==> src/rtl/sd_cmd_sequencer.sv <==
// SD-card SPI-mode command sequencer: builds the 6-byte command frame,
// polls for the R1 response with a bounded retry count, and sends one
// trailing 0xFF with the chip select released. Talks to the byte-level SPI
// engine through the execute/busy/finished handshake.
module sd_cmd_sequencer #(
    parameter int POLL_LIMIT = 8
) (
    input  logic        clk,
    input  logic        rst_n,
    input  logic        start,
    input  logic [5:0]  cmd_index,
    input  logic [31:0] cmd_arg,
    output logic        ready,
    output logic        done,
    output logic [7:0]  r1,
    output logic        timeout,
    output logic        cs_n,
    output logic        spi_execute,
    output logic [7:0]  spi_out_word,
    input  logic [7:0]  spi_in_word,
    input  logic        spi_busy,
    input  logic        spi_finished
);

    localparam logic [1:0] S_IDLE  = 2'd0;
    localparam logic [1:0] S_SEND  = 2'd1;
    localparam logic [1:0] S_POLL  = 2'd2;
    localparam logic [1:0] S_TRAIL = 2'd3;

    logic [1:0]  state;
    logic        issue;      // 1: ISSUE substate, 0: WAIT substate
    logic [2:0]  byte_idx;
    logic [7:0]  poll_cnt;
    logic [5:0]  idx_q;
    logic [31:0] arg_q;
    logic [6:0]  crc7;
    logic [7:0]  next_frame_byte;

    // Bit-serial CRC7 (x^7+x^3+1) unrolled over the 40 header bits, MSB first.
    function automatic logic [6:0] crc7_calc(input logic [39:0] d);
        logic [6:0] c;
        logic       fb;
        c = '0;
        for (int i = 39; i >= 0; i--) begin
            fb = d[i] ^ c[6];
            c  = {c[5:0], 1'b0} ^ (fb ? 7'h09 : 7'h00);
        end
        return c;
    endfunction

    // CRC depends only on latched fields, so it settles well before B5.
    always_comb begin
        crc7 = crc7_calc({2'b01, idx_q, arg_q});
    end

    // Frame byte that follows the one currently in flight.
    always_comb begin
        next_frame_byte = 8'hFF;
        case (byte_idx)
            3'd0:    next_frame_byte = arg_q[31:24];
            3'd1:    next_frame_byte = arg_q[23:16];
            3'd2:    next_frame_byte = arg_q[15:8];
            3'd3:    next_frame_byte = arg_q[7:0];
            3'd4:    next_frame_byte = {crc7, 1'b1};
            default: next_frame_byte = 8'hFF;
        endcase
    end

    assign ready = (state == S_IDLE) && !spi_busy;

    // Transaction FSM with the per-byte ISSUE/WAIT handshake.
    always_ff @(posedge clk or negedge rst_n) begin
        if (!rst_n) begin
            state        <= S_IDLE;
            issue        <= 1'b0;
            byte_idx     <= '0;
            poll_cnt     <= '0;
            idx_q        <= '0;
            arg_q        <= '0;
            cs_n         <= 1'b1;
            spi_execute  <= 1'b0;
            spi_out_word <= 8'hFF;
            done         <= 1'b0;
            r1           <= 8'hFF;
            timeout      <= 1'b0;
        end else begin
            done <= 1'b0;
            if (state == S_IDLE) begin
                if (start && ready) begin
                    idx_q        <= cmd_index;
                    arg_q        <= cmd_arg;
                    r1           <= 8'hFF;
                    timeout      <= 1'b0;
                    cs_n         <= 1'b0;
                    state        <= S_SEND;
                    byte_idx     <= '0;
                    issue        <= 1'b1;
                    spi_execute  <= 1'b1;
                    spi_out_word <= {2'b01, cmd_index};
                end
            end else if (issue) begin
                // Engine has taken the byte once busy is observed.
                if (spi_busy) begin
                    spi_execute <= 1'b0;
                    issue       <= 1'b0;
                end
            end else if (spi_finished) begin
                // Every non-final path launches another byte.
                issue        <= 1'b1;
                spi_execute  <= 1'b1;
                spi_out_word <= 8'hFF;
                case (state)
                    S_SEND: begin
                        if (byte_idx == 3'd5) begin
                            state    <= S_POLL;
                            poll_cnt <= '0;
                        end else begin
                            byte_idx     <= byte_idx + 3'd1;
                            spi_out_word <= next_frame_byte;
                        end
                    end
                    S_POLL: begin
                        if (!spi_in_word[7]) begin
                            r1    <= spi_in_word;
                            cs_n  <= 1'b1;
                            state <= S_TRAIL;
                        end else if ({1'b0, poll_cnt} + 9'd1 == 9'(POLL_LIMIT)) begin
                            r1      <= 8'hFF;
                            timeout <= 1'b1;
                            cs_n    <= 1'b1;
                            state   <= S_TRAIL;
                        end else begin
                            poll_cnt <= poll_cnt + 8'd1;
                        end
                    end
                    default: begin
                        // Trailer byte done: transaction complete.
                        issue       <= 1'b0;
                        spi_execute <= 1'b0;
                        done        <= 1'b1;
                        state       <= S_IDLE;
                    end
                endcase
            end
        end
    end

endmodule

==> config.mk <==
export PLATFORM = sky130hd
export DESIGN_NAME = sd_cmd_sequencer
export DESIGN_NICKNAME = d
export VERILOG_FILES = /design/src/rtl/sd_cmd_sequencer.sv
export SDC_FILE = /design/constraint.sdc
export NUM_CORES = 1
export LEC_CHECK = 0
export BUFFER_PORTS_ARGS = -buffer_cell sky130_fd_sc_hd__buf_2
export CORE_MARGIN = 10
export CORE_UTILIZATION = 25
export DETAILED_ROUTE_END_ITERATION = 12
export HOLD_SLACK_MARGIN = 0.12
export PLACE_DENSITY = 0.39
export REMOVE_ABC_BUFFERS = 1
export SLEW_MARGIN = 30
export SYNTH_ARGS = -nofsm -noshare
export SYNTH_HDL_FRONTEND = slang
export SYNTH_SLANG_ARGS = --single-unit
==> constraint.sdc <==
create_clock -name clk -period 7 [get_ports clk]
set_clock_uncertainty 0.15 [all_clocks]
set_input_delay 1.4 -clock clk [delete_from_list [all_inputs] [get_ports clk]]
set_output_delay 1.4 -clock clk [all_outputs]
set_load 0.005 [all_outputs]
## Word-level counts from Yosys, hierarchy flattened

Cells that the tools add are included.

- Register bits: 72
- Input port bits: 51
- Output and inout bits: 21

- Add/subtract/negate cells: 3
- Equal/unequal tests: 18
- Multiplexer cells: 96
- Bitwise logic cells: 77
- Reductions and logical operators: 21

Operators by type and width:

| cell | number |
|---|---|
| $xor A7 B4 Y7 | 36 |
| $mux W4 | 38 |
| $mux W8 | 16 |
| $pmux W8 S5 | 1 |
| $xor A1 B1 Y1 | 35 |
| $mux W1 | 26 |
| $mux W3 | 6 |
| $pmux W8 S2 | 1 |
| $reduce_and A5 Y1 | 3 |
| $mux W2 | 7 |
| $reduce_bool A2 Y1 | 6 |
| $add A8 B1 Y9 const B | 1 |
| $eq A9 B4 Y1 const B | 1 |
| $add A8 B1 Y8 const B | 1 |
| $ne A2 B2 Y1 const B | 4 |
| $reduce_and A7 Y1 | 1 |
| $eq A3 B2 Y1 const B | 2 |
| $eq A3 B3 Y1 const B | 2 |
| $reduce_and A3 Y1 | 2 |
| $reduce_and A6 Y1 | 1 |
| $xor A6 B4 Y6 | 1 |
| $ne A2 B1 Y1 const B | 2 |
| $ne A4 B4 Y1 const B | 1 |
| $pmux W2 S2 | 1 |
| 17 further kinds | 20 |

## Longest topological paths before layout

Gate-level depths: netlist of the first run.

- Depth after elaboration: 115
- Gate-level depth with buffers: 11
- Gate-level depth less buffers: 9

## Worst setup path before layout of the first run

No wires, ideal clock.

- Path type: input port to flip-flop
- From: input spi_finished
- To: register spi_out_word[6]
- Setup time: 83 ps
- Arrival time: 3092 ps
- Required time: 6767 ps
- Setup slack: 3674 ps
- Stages on the path: 6
- Cell sequence: nor3b_1 a21oi_1 or3_1 a211oi_1 nor3b_1 nor3_1

- Longest elaborated chain between the ends: 2

Ends and longest elaborated chain:

| element | RTL line | RTL |
|---|---|---|
| start: declaration | 22 | `input logic spi_finished` |
| $reduce_bool A2 Y1 (no source line) | n/a |  |
| $reduce_and A3 Y1 (no source line) | n/a |  |
| end signal: assignment | 99 | `spi_out_word <= {2'b01, cmd_index};` |
| end signal: assignment | 119 | `spi_out_word <= next_frame_byte;` |
| end: declaration | 19 | `output logic [7:0] spi_out_word,` |

No other way between the ends.
A chain may end at the register's enable or synchronous reset.

## Worst setup path after layout of the first run

Ends and elaborated chain as after synthesis.

==> results_dict.tcl, run 1 <==
set metrics [dict create \
    critPathKind "primary input to register" \
    critical-path-top-delay-family "simple AND/OR/NAND/NOR gates" \
    grt_first_pass_wirelength_um 19100 \
    drtPass1Iterations 4 \
    hold_violations 0 \
    worstSetupEndpoint "spi_out_word[6]$_DFFE_PN1P_" \
    crit_buf_inv 1 \
    cts.repair.resized 0 \
    io_pins 72 \
    fmax_mhz 274 \
    rows 47 \
    startpoint_type "primary input" \
    drcViolationCount 0 \
    synth_top_area_cell "dfrtp_1" \
    period_share 0.522 \
    routabilityCongestion 0.792 \
    syn_to_final_growth_pct 21.9 \
    holdCritPathClass "register to register" \
    ctsHoldBuffers 0 \
    drt-vias-per-instance 4.56 \
    synth_top_area_frac 0.327 \
    cpMostUsedCell "nor3b_1" \
    synth-seq-cells 72 \
    slew_headroom 0.366 \
    vias 3029 \
    async_flop_share 1.00 \
    timing.critical_path.from "spi_finished" \
    ys_warn_count 0 \
    ys_seq_area_frac 0.433 \
    wl_um 11900 \
    antenna_found_initial 0 \
    path_max_fanout 10 \
    gr-total-overflow 0 \
    htree_levels 3 \
    cts_num_sinks 72 \
    rrSetupSlack_ns 3.39 \
    post_cts_buffers 0 \
    numCtsBuffers 9 \
    tns_ns 0 \
    regToRegStartpoint "state[0]$_DFFE_PN0P_" \
    synth_commonest_cells "55 x dfrtp_1, 39 x mux2_2, 35 x nand2_1" \
    tightest_slew_ns 0.952 \
    synthTopCellsByArea "dfrtp_1 33%, dfstp_2 11%, mux2_2 10%" \
    grt_pass1_vias 3345 \
    critPathCaptureType "register" \
    cap_violations 0 \
    drtAntennaViolNets 0 \
    min_period_ns 3.65 \
    grt.total_usage 0.112 \
    critPathMaxStageDelay_ns 0.69 \
    slew_violations 0 \
    place.port_buffers 71 \
    slowest_stage "nor3b_1" \
    path_cells "buf_2, nor3b_1, a21oi_1, or3_1, a211oi_1, nor3b_1, nor3_1" \
    rsz0062_at_grt "false" \
    wl_per_cell_um 17.9 \
    dieWidth_um 150 \
    cts_tree "built" \
    nNetsFinal 499 \
    rr_endpoint "spi_out_word[6]$_DFFE_PN1P_" \
    synth.cell_area_um2 4210 \
    cp.depth 7 \
    die_h_um 150 \
    clockBufferDepth 2 \
    clock_latency_ns 0.35 \
    worstPathArrival_ns 3.78 \
    required_ns 7.13 \
    status "finished, final reports clean" \
    synth_most_common_cell "dfrtp_1" \
    r2r_cells 8 \
    synth_cells 369 \
    synth-edff-count 0 \
    grt_start_max_net_pins 44 \
    root_buffer "clkbuf_16" \
    start_util 0.255 \
    drt_iter0_markers 173 \
    diodes 0 \
    die_area_um2 22400 \
    clkTransAtPathRegs_ns 0.06 \
    setup_viol 0 \
    core_um2 16500 \
    drive_above_1_share 0.363 \
    synthFlopType "dfrtp_1" \
    dp.final_hpwl_um 9040 \
    synth_cell_type_count 45 \
    postSynthAreaPerCell_um2 11.4 \
]
## final cells by class
class,count,area (µm²)
clock buffer,10,239
clock inverter,6,68.8
fill,1709,11400
inverter,7,26.3
multi-input combinational,275,2310
sequential,72,1820
tap,220,275
timing repair buffer,74,390
## worst min path at each step
stage | start | end | cells past startpoint | slack (ns)
after global placement | timeout$_DFFE_PN0P_ | timeout$_DFFE_PN0P_ | 1 | 0.35
final | spi_out_word[0]$_DFFE_PN1P_ | spi_out_word[0]$_DFFE_PN1P_ | 2 | 0.34
after floorplan | spi_out_word[0]$_DFFE_PN1P_ | spi_out_word[0]$_DFFE_PN1P_ | 2 | 0.32
after global routing | timeout$_DFFE_PN0P_ | timeout$_DFFE_PN0P_ | 1 | 0.37
after CTS | spi_out_word[0]$_DFFE_PN1P_ | spi_out_word[0]$_DFFE_PN1P_ | 2 | 0.35
after detailed placement | spi_out_word[0]$_DFFE_PN1P_ | spi_out_word[0]$_DFFE_PN1P_ | 2 | 0.35
## metrics by stage
stage          utilization  hold WS [ns]  instance area [µm²]  std cells  worst slack [ns]
4_1_cts              0.311         0.355                 5130        664              3.32
6_report             0.311         0.339                 5130        664              3.35
3_3_place_gp         0.290         0.349                 4790        645              3.02
2_1_floorplan            -         0.316                 4150        354              3.41
3_5_place_dp         0.292         0.345                 4830        648              2.97
5_1_grt              0.311         0.369                 5130        664              3.08
## worst register-to-register path, delay by kind of cell, from the launching register on
family | cells | cell delay [ns]
compound gates | 2 | 0.74
flops | 1 | 0.37
buf+inv | 1 | 0.09
fa+ha+maj | 1 | 0.50
simple gates | 4 | 1.68
## cells in the final DEF, fill, tap and decap left out, drive strengths merged, types with 3 or more instances in the layout
cell type / n
nand2: 35
o21ai: 22
mux2: 39
nor2b: 5
nand2b: 3
a22oi: 3
nor2: 17
clkinv: 4
a21oi: 11
nand3b: 5
o22ai: 3
nand3: 6
dfstp: 17
xnor3: 15
ha: 9
xnor2: 35
buf: 74
a222oi: 7
inv: 7
o21a: 3
dfrtp: 55
clkbuf: 10
a211oi: 5
nor4: 3
o22a: 8
xor2: 12
nor3: 7
## kinds of logic (layout without fill, tap and decap cells)
kind of cell,after synthesis,after routing,synth area share
buffers and inverters,22,97,0.0199
AO/OA/AOI/OAI,73,73,0.118
adder cells (fa/ha/maj),9,9,0.0267
AND/OR/NAND/NOR,89,89,0.0996
multiplexers,41,41,0.109
XOR/XNOR,63,63,0.193
flip-flops,72,72,0.433
## registers in the layout, summed over array words and instances (netlist names)
signal / flops
arg_q: 32
byte_idx: 3
idx_q: 6
r1: 8
cs_n: 1
done: 1
spi_out_word: 8
poll_cnt: 8
spi_execute: 1
issue: 1
state: 2
timeout: 1
## per-layer routing
layer	up-vias	global-route usage	part of all wire
met5	-	0	0
met4	0	0.0452	0.013
met3	10	0.0323	0.028
met2	40	0.184	0.50
met1	1518	0.133	0.46
li1	1461	-	-
Power of run 1 is left out: the tool's default activity adds up to more than one toggle a clock period on the data nets, which glitch-free logic cannot reach.
==> run 2: changes to the inputs <==
==> constraint.sdc (replaced) <==
create_clock -name clk -period 3.45 [get_ports clk]
set_clock_uncertainty 0.15 [all_clocks]
set_input_delay 0.69 -clock clk [delete_from_list [all_inputs] [get_ports clk]]
set_output_delay 0.69 -clock clk [all_outputs]
set_load 0.005 [all_outputs]
==> run 2 against run 1 <==
Final cell count is 0.60% higher. Wire length increased by 0.22%. Global-route usage hardly changed. Via count up 1.8%. Worst setup slack got worse by 2.7 ns. Die area is the same. Final area is 0.34% lower. Sequential cell count stayed put. Clock-buffer cell count unchanged.
==> results_dict.tcl, run 2 (same netlist as run 1, synthesis figures left out) <==
set metrics [dict create \
    largest_reg_flops 32 \
    numCtsBuffers 9 \
    final_common_cell "buf_2" \
    final_cell_mix "71 x buf_2, 55 x dfrtp_1, 39 x mux2_2, 34 x nand2_1, 31 x xnor2_1" \
    htree_levels 3 \
    grt.total_usage 0.112 \
    syn_to_final_growth_pct 21.5 \
    holdCritPathClass "primary input to async pin" \
    vias 3085 \
    clockBufferDepth 2 \
    drcViolationCount 0 \
    drtPass1Iterations 4 \
    drtAntennaViolNets 0 \
    nNetsFinal 503 \
    worstPathArrival_ns 2.91 \
    place.port_buffers 71 \
    drt-vias-per-instance 4.62 \
    clock_latency_ns 0.35 \
    status "finished, final reports clean" \
    required_ns 3.58 \
    placedCellCount 652 \
    core_um2 16500 \
    stdcell_count 668 \
    wl_per_cell_um 17.9 \
    grt_start_max_net_pins 73 \
    dieWidth_um 150 \
    setup_viol 0 \
    startpoint_type "register" \
    hold_violations 0 \
    min_period_ns 2.78 \
    slew_headroom 0.532 \
    grt_pass1_vias 3337 \
    ctsHoldBuffers 0 \
    drive_above_1_share 0.368 \
    start_util 0.255 \
    rows 47 \
    multiInputGateArea_um2 2310 \
    path_max_fanout 4 \
    grt_first_pass_wirelength_um 19200 \
    root_buffer "clkbuf_16" \
    tns_ns 0 \
    post_cts_buffers 0 \
    rsz0062_at_grt "false" \
    critPathCaptureType "register" \
    die_area_um2 22400 \
    drt_iter0_markers 192 \
    critPathKind "register to register" \
    diodes 0 \
    cts_tree "built" \
    die_h_um 150 \
    cts.repair.resized 0 \
    antenna_found_initial 0 \
    regArea_um2 1820 \
    slew_violations 0 \
    io_pins 72 \
    largest_register "arg_q" \
    tightest_slew_ns 0.702 \
    n_fill_cell 1736 \
    wl_um 11900 \
    fmax_mhz 360 \
    dp.final_hpwl_um 8910 \
    gr-total-overflow 0 \
    clkTransAtPathRegs_ns 0.06 \
    cap_violations 0 \
    routabilityCongestion 0.781 \
    period_share 0.806 \
    cts_num_sinks 72 \
]
[run 2: cell types whose count changed in the layout (fill, tap and decap cells not counted)]
cell        change
buf_12          -1
buf_6           +1
clkinv_2        +3
nand2_4         -1
nand2_2         +1
clkinv_4        -3
bufinv_16       -1
clkinvlp_4      +1
buf_4           +4
[run 2: layout make-up]
class / count / share of cell area
Clock inverter: 6 / 0.00685
Multi-Input combinational cell: 275 / 0.451
Inverter: 7 / 0.00514
Timing Repair Buffer: 78 / 0.0805
Clock buffer: 10 / 0.0467
Sequential cell: 72 / 0.356
Tap cell: 220 / 0.0538
[run 2: worst paths after layout]
| kind | start | end | slack, ns | cells after the start |
|---|---|---|---|---|
| min in group clk | spi_out_word[0]$_DFFE_PN1P_ | spi_out_word[0]$_DFFE_PN1P_ | 0.33 | 2 |
| max in group asynchronous | rst_n | done$_DFF_PN0_ | 2.46 | 1 |
| max reg2reg | idx_q[4]$_DFFE_PN0P_ | spi_out_word[4]$_DFFE_PN1P_ | 0.67 | 7 |
| min reg2reg | spi_out_word[0]$_DFFE_PN1P_ | spi_out_word[0]$_DFFE_PN1P_ | 0.33 | 2 |
| max | idx_q[4]$_DFFE_PN0P_ | spi_out_word[4]$_DFFE_PN1P_ | 0.67 | 7 |
| min | rst_n | arg_q[8]$_DFFE_PN0P_ | 0.22 | 1 |
[run 2: per-stage QoR]
stage | cell area (µm²) | setup WS, ns | util | hold WS [ns]
final | 5120 | 0.671 | 0.310 | 0.218
after global routing | 5120 | 0.543 | 0.310 | 0.280
after CTS | 5120 | 0.676 | 0.310 | 0.258
after detailed placement | 4840 | 0.694 | 0.293 | 0.325
after global placement | 4830 | 0.634 | 0.292 | 0.329
after floorplan | 4150 | 0.547 | - | 0.244
[run 2: metal layers]
| metal | global-route usage | wire length [µm] | part of all wire | vias to the layer above |
|---|---|---|---|---|
| met5 | 0 | 0 | 0 | - |
| li1 | - | - | - | 1471 |
| met1 | 0.139 | 5440 | 0.46 | 1542 |
| met2 | 0.180 | 5760 | 0.48 | 57 |
| met4 | 0.0418 | 236 | 0.020 | 0 |
| met3 | 0.0329 | 507 | 0.042 | 15 |
[run 2: worst max-delay path, cell delays in order, from the launching register on]
cell and delay (ns):
dfrtp_1 0.42, xnor2_1 0.16, xnor2_1 0.31, xnor3_4 0.59
xnor3_1 0.46, xnor2_2 0.17, xnor2_1 0.14, a221o_1 0.32
Power of run 2 is left out for the same reason.
